===== config.mk =====
export PLATFORM = sky130hd
export DESIGN_NAME = f_pc_ctrl
export DESIGN_NICKNAME = d
export VERILOG_FILES = /design/src/rtl/def.sv /design/src/rtl/f_adel_chk.sv /design/src/rtl/f_pc_ctrl.sv
export SDC_FILE = /design/constraint.sdc
export NUM_CORES = 1
export LEC_CHECK = 0
export ABC_AREA = 1
export CORE_ASPECT_RATIO = 0.7
export CORE_UTILIZATION = 49
export DETAILED_ROUTE_END_ITERATION = 16
export PLACE_DENSITY = 0.8
export SYNTH_ARGS = -nofsm -noshare
export SYNTH_HDL_FRONTEND = slang
export SYNTH_SLANG_ARGS = --single-unit

===== constraint.sdc =====
create_clock -name clk -period 1.9 [get_ports clk]
set_input_delay 0.475 -clock clk [delete_from_list [all_inputs] [get_ports clk]]
set_output_delay 0.475 -clock clk [all_outputs]
set_load 0.005 [all_outputs]

===== src/rtl/def.sv =====
`default_nettype none
// def: constants and FSM encoding shared by the fetch PC controller, D-stage NPC logic and CP0.
package def;
  localparam logic [31:0] RESET_PC  = 32'h0000_3000;
  localparam logic [31:0] EXC_VEC   = 32'h0000_4180;
  localparam logic [31:0] IMEM_BASE = 32'h0000_3000;
  localparam logic [31:0] IMEM_TOP  = 32'h0000_6FFC;

  typedef enum logic {
    RUN  = 1'b0,
    PEND = 1'b1
  } pc_state_e;
endpackage
`default_nettype wire


===== src/rtl/f_adel_chk.sv =====
`default_nettype none
// f_adel_chk: flags an address that is not word-aligned or lies outside [BASE, TOP] (unsigned).
module f_adel_chk #(
  parameter int                 WIDTH = 32,
  parameter logic [WIDTH-1:0]   BASE  = 32'h0000_3000,
  parameter logic [WIDTH-1:0]   TOP   = 32'h0000_6FFC
) (
  input  logic [WIDTH-1:0] addr,
  output logic             adel
);
  assign adel = (addr[1:0] != 2'b00) | (addr < BASE) | (addr > TOP);
endmodule
`default_nettype wire


===== src/rtl/f_pc_ctrl.sv =====
`default_nettype none
// f_pc_ctrl: F-stage PC register with exception/ERET/redirect priority, stall-time redirect
// buffering and fetch-address exception flagging.
module f_pc_ctrl
  import def::pc_state_e, def::RUN, def::PEND;
#(
  parameter int               WIDTH     = 32,
  parameter logic [WIDTH-1:0] RESET_PC  = def::RESET_PC,
  parameter logic [WIDTH-1:0] EXC_VEC   = def::EXC_VEC,
  parameter logic [WIDTH-1:0] IMEM_BASE = def::IMEM_BASE,
  parameter logic [WIDTH-1:0] IMEM_TOP  = def::IMEM_TOP,
  parameter int               STEP      = 4
) (
  input  logic             clk,
  input  logic             reset,
  input  logic             stall,
  input  logic             redir_valid,
  input  logic [WIDTH-1:0] redir_pc,
  input  logic             exc_req,
  input  logic             eret_req,
  input  logic [WIDTH-1:0] epc,
  output logic [WIDTH-1:0] pc,
  output logic             redir_pending,
  output logic             f_adel
);
  pc_state_e        state, state_nxt;
  logic [WIDTH-1:0] pend_pc, pend_nxt, pc_nxt;

  always_ff @(posedge clk) begin
    if (reset) begin
      pc      <= RESET_PC;
      state   <= RUN;
      pend_pc <= '0;
    end else begin
      pc      <= pc_nxt;
      state   <= state_nxt;
      pend_pc <= pend_nxt;
    end
  end

  // Exception and ERET override stall; leaving PEND for RUN discards any buffered target.
  always_comb begin
    pc_nxt    = pc + WIDTH'(STEP);
    state_nxt = state;
    pend_nxt  = pend_pc;
    if (exc_req) begin
      pc_nxt    = EXC_VEC;
      state_nxt = RUN;
    end else if (eret_req) begin
      pc_nxt    = epc;
      state_nxt = RUN;
    end else if (stall) begin
      pc_nxt = pc;
      if (redir_valid) begin
        pend_nxt  = redir_pc;
        state_nxt = PEND;
      end
    end else if (redir_valid) begin
      pc_nxt    = redir_pc;
      state_nxt = RUN;
    end else if (state == PEND) begin
      pc_nxt    = pend_pc;
      state_nxt = RUN;
    end
  end

  assign redir_pending = (state == PEND);

  f_adel_chk #(
    .WIDTH (WIDTH),
    .BASE  (IMEM_BASE),
    .TOP   (IMEM_TOP)
  ) u_adel_chk (
    .addr (pc),
    .adel (f_adel)
  );
endmodule
`default_nettype wire


==> results by group <==
Setup path
  • Largest stage delay on the critical path: 0.33 ns
  • Required time at the endpoint of the critical path: 1.42 ns
  • CP Capture Type: primary output
  • Highest fanout seen on the critical path: 2
  • CP arrival: 1.40 ns
  • Slowest cell on the critical path: sky130_fd_sc_hd__dfxtp_1
  • Path type of the worst setup path: reg2out
  • Crit path buf inv count: 2
  • Cell Chain, Critical Path: nor4_2 > buf_4 > nand4_1 > buf_2
  • Cell class contributing the biggest share of worst-path delay: simple AND/OR/NAND/NOR gates
  • Nature of the critical path startpoint: flip-flop

Clock network
  • Number of levels in the clock H-tree: 3
  • Number of setup buffers added after CTS: 0
  • Clock Sinks: 65
  • # hold bufs at CTS: 0
  • Clock root buffer: sky130_fd_sc_hd__clkbuf_16
  • Clock tree from TritonCTS: built
  • CTS clock-pin slew for the worst setup and hold paths: 0.06 ns
  • Number of clock buffers inserted by TritonCTS: 9
  • Clk_lat worst skew: 0.33 ns
  • Worst-case clock buffer depth: 2

Timing
  • Measured slew at the worst slew-check pin: 0.571 ns
  • Total count of max-transition violations in the final report: 0
  • Final worst path period share: 98.6%
  • Final number of setup-violating endpoints: 0
  • Final period demand of the worst path: 1.87 ns
  • Worst clock skew: 0.00569 ns
  • Setup repair after global routing missed its margin: yes
  • Relative slew slack: 61.5%
  • Hold Violations, Final: 0
  • FMAX: 534 MHz
  • Worst slack on hold paths: 0.457 ns

Power
  • Total power density per cell area: 663 nW/um^2
  • Total power of the final layout: 3.87 mW
  • Leakage Power: 2.35 nW
  • Worst VDD drop: 0.000616 V

Run
  • Max Cap Violations: 0

Drt
  • Total routed wirelength: 15600 um
  • Router iterations before antenna repair: 5
  • Post-DR vias/cell: 5.64
  • Final ANT Viol Nets: 0
  • Via Count: 5076
  • Wire per inst: 17.3 um
  • Remaining DRCs: 0
  • Initial detailed-routing violation count: 610

Synth
  • Post-synthesis instance area: 3980 um^2
  • Proportion of synthesized area in mux cells: 0%
  • Xor/xnor share of the synthesized area: 2.42%
  • Most area-consuming cells after synthesis: sky130_fd_sc_hd__dfxtp_1 33%, sky130_fd_sc_hd__nand2_1 23%, sky130_fd_sc_hd__nor2_1 8.2%, sky130_fd_sc_hd__a21oi_1 7.3%, sky130_fd_sc_hd__o21ai_0 3.5%
  • Post-synth net total: 716
  • Synth warnings: 0
  • Average instance area after synthesis: 6.17 um^2
  • Area fraction in and, or, nand and nor cells after synthesis: 39.2%
  • Post-synthesis cell type count: 35
  • Area share of the leading cell type in the synthesized netlist: 32.7%
  • Number of register bits inferred by synthesis: 65
  • Sequential cell area fraction in the yosys report: 32.7%
  • Largest family of logic cells by synthesized area: simple AND/OR/NAND/NOR gates
  • Post-synth top area cell: sky130_fd_sc_hd__dfxtp_1
  • Adder-cell share of the synthesized area: 0.314%
  • Complex-gate fraction of the synthesized area: 18.2%
  • Post-synthesis instance total: 645

GRT
  • Fraction of met3 tracks used by global routing: 11.6%
  • Overall routing resource usage: 37.9%
  • Largest net degree at the start of global routing: 27
  • Vias in the first global route: 4711
  • GR met2 Demand/Resource: 54.1%
  • Met1 track utilization from global routing: 54.6%
  • Overall overflow remaining after global route: 0
  • First-pass GRT wire length: 24100 um
  • Number of antenna violations at the first check in global routing: 0
  • Grt peak-use layer: met1

Placed design
  • Total half-perimeter wirelength after legalization and detailed placement: 11800 um
  • IO Port Bufs: 103
  • Placer Congestion: 0.919
  • Placed Cells incl. Taps: 885
  • Post-DP Area: 5510 um^2

Floorplan
  • Die Y: 77.4 um
  • Horizontal die dimension: 110 um
  • Effective utilization at floorplan: 50.5%
  • Die Outline Area: 8490 um^2
  • Count of standard-cell rows: 27
  • Placeable core area: 7870 um^2
  • I/O pins: 104

Final layout
  • Number of fillers in the final layout: 636
  • Most common cell after layout, fill and taps aside: sky130_fd_sc_hd__nand2_1
  • Post-layout nets: 866
  • Post-layout utilization of the core: 74.2%
  • Share of final-layout standard cells stronger than drive strength 1: 14.0%
  • Post-layout instance count excluding filler cells: 900
  • Sequential cell area in the final layout: 1300 um^2
  • Antenna Diode Count: 0
  • Top library cells by usage in the layout, fill and taps aside: 244 x sky130_fd_sc_hd__nand2_1, 102 x sky130_fd_sc_hd__clkdlybuf4s50_1, 87 x sky130_fd_sc_hd__nor2_1
  • Final Instance Area: 5840 um^2
  • Syn-to-layout area delta: 46.7%
  • Multi-input combinational cell area: 2440 um^2

Hold path
  • Type of the tightest min-delay check: reg2reg

Status
  • Run status: finished, final reports clean
==> Yosys cell counts <==
| master | instances |
|---|---|
| sky130_fd_sc_hd__a21boi_0 | 1 |
| sky130_fd_sc_hd__nor2_4 | 3 |
| sky130_fd_sc_hd__inv_1 | 37 |
| sky130_fd_sc_hd__inv_2 | 5 |
| sky130_fd_sc_hd__o22ai_1 | 3 |
| sky130_fd_sc_hd__o21ai_1 | 2 |
| sky130_fd_sc_hd__o21bai_1 | 2 |
| sky130_fd_sc_hd__xnor2_1 | 5 |
| sky130_fd_sc_hd__nand4_1 | 5 |
| sky130_fd_sc_hd__buf_1 | 1 |
| sky130_fd_sc_hd__nand2_4 | 2 |
| sky130_fd_sc_hd__a221oi_1 | 15 |
| sky130_fd_sc_hd__ha_1 | 1 |
| sky130_fd_sc_hd__o221ai_1 | 3 |
| sky130_fd_sc_hd__a22o_1 | 3 |
| sky130_fd_sc_hd__a221oi_2 | 2 |
| sky130_fd_sc_hd__nor2_1 | 87 |
| sky130_fd_sc_hd__clkbuf_1 | 13 |
| sky130_fd_sc_hd__buf_6 | 2 |
| sky130_fd_sc_hd__o21a_1 | 1 |
| sky130_fd_sc_hd__buf_4 | 2 |
| sky130_fd_sc_hd__nor2_2 | 9 |
| sky130_fd_sc_hd__nand3_1 | 21 |
| sky130_fd_sc_hd__o21ai_0 | 28 |
| sky130_fd_sc_hd__a21oi_1 | 58 |
| sky130_fd_sc_hd__xor2_1 | 6 |
| sky130_fd_sc_hd__a22oi_1 | 1 |
| sky130_fd_sc_hd__nand2_2 | 3 |
| sky130_fd_sc_hd__dfxtp_1 | 65 |
| sky130_fd_sc_hd__nor2_8 | 1 |
| sky130_fd_sc_hd__nand3b_1 | 1 |
| sky130_fd_sc_hd__nor4_1 | 3 |
| sky130_fd_sc_hd__o211ai_1 | 2 |
| sky130_fd_sc_hd__nand2_1 | 245 |
| sky130_fd_sc_hd__buf_2 | 7 |
==> area by class of cell <==
cell class                 instances  share of cell area [%]
multi-input combinational        513                    41.8
timing repair buffer             164                    26.1
sequential                        65                    22.3
clock buffer                      10                    3.92
inverter                          42                    2.74
tap                              101                    2.16
clock inverter                     5                   0.964
==> state kept, by name (all words and copies together), names as in the netlist, named ones only <==
register       count
pc                30
redir_pending      1
pend_pc           32
==> worst register-to-register path: cells and delay by family, from the launching register on <==
kind	cells	cell delay (ns)
simple gates	7	0.76
buf+inv	1	0.10
fa+ha+maj	1	0.29
xor+xnor	1	0.16
flops	1	0.42
==> cells by family after synthesis <==
| family | count (synthesis) |
|---|---|
| and+or+nand+nor | 380 |
| AOI/OAI and AO/OA | 121 |
| buffers and inverters | 67 |
| DFF | 65 |
| xor gates and xnor gates | 11 |
| adders and majority gates | 1 |
==> final timing paths <==
check | from | end | slack [ns] | cells past startpoint
setup / recovery | pc[15] | f_adel | 0.03 | 4
hold / removal | pend_pc[9] | pend_pc[9] | 0.46 | 2
setup reg to reg | pc[3] | pc[18] | 0.11 | 10
hold reg to reg | pend_pc[9] | pend_pc[9] | 0.46 | 2
==> layer usage <==
metal | vias to the layer above | share of wire, %
met5 | - | 0
met4 | 0 | 1.7
met2 | 338 | 41
met1 | 2310 | 43
li1 | 2396 | -
met3 | 32 | 14
==> report_power, final <==
part	switching (mW)	internal (mW)	total [mW]
logic	0.374	0.388	0.762
registers	0.0483	1.42	1.47
clock network	0.634	1.01	1.64
total	1.06	2.81	3.87
==> metrics by stage <==
stage	setup WS [ns]	TNS (ns)
floorplan	0.388	0
global placement	-0.356	-4.12
detailed placement	-0.407	-7.59
CTS	0.0107	0
global route	-0.0266	-0.0266
finish	0.0267	0
==> what timing repair did <==
| action | 4_1_cts | 5_1_grt |
|---|---|---|
| gates resized for setup | 8 | 10 |
| setup endpoints to repair | 2 | 12 |
| endpoints found under the hold margin | 0 | 0 |
Note: power is estimated with default switching activity, not from simulation.
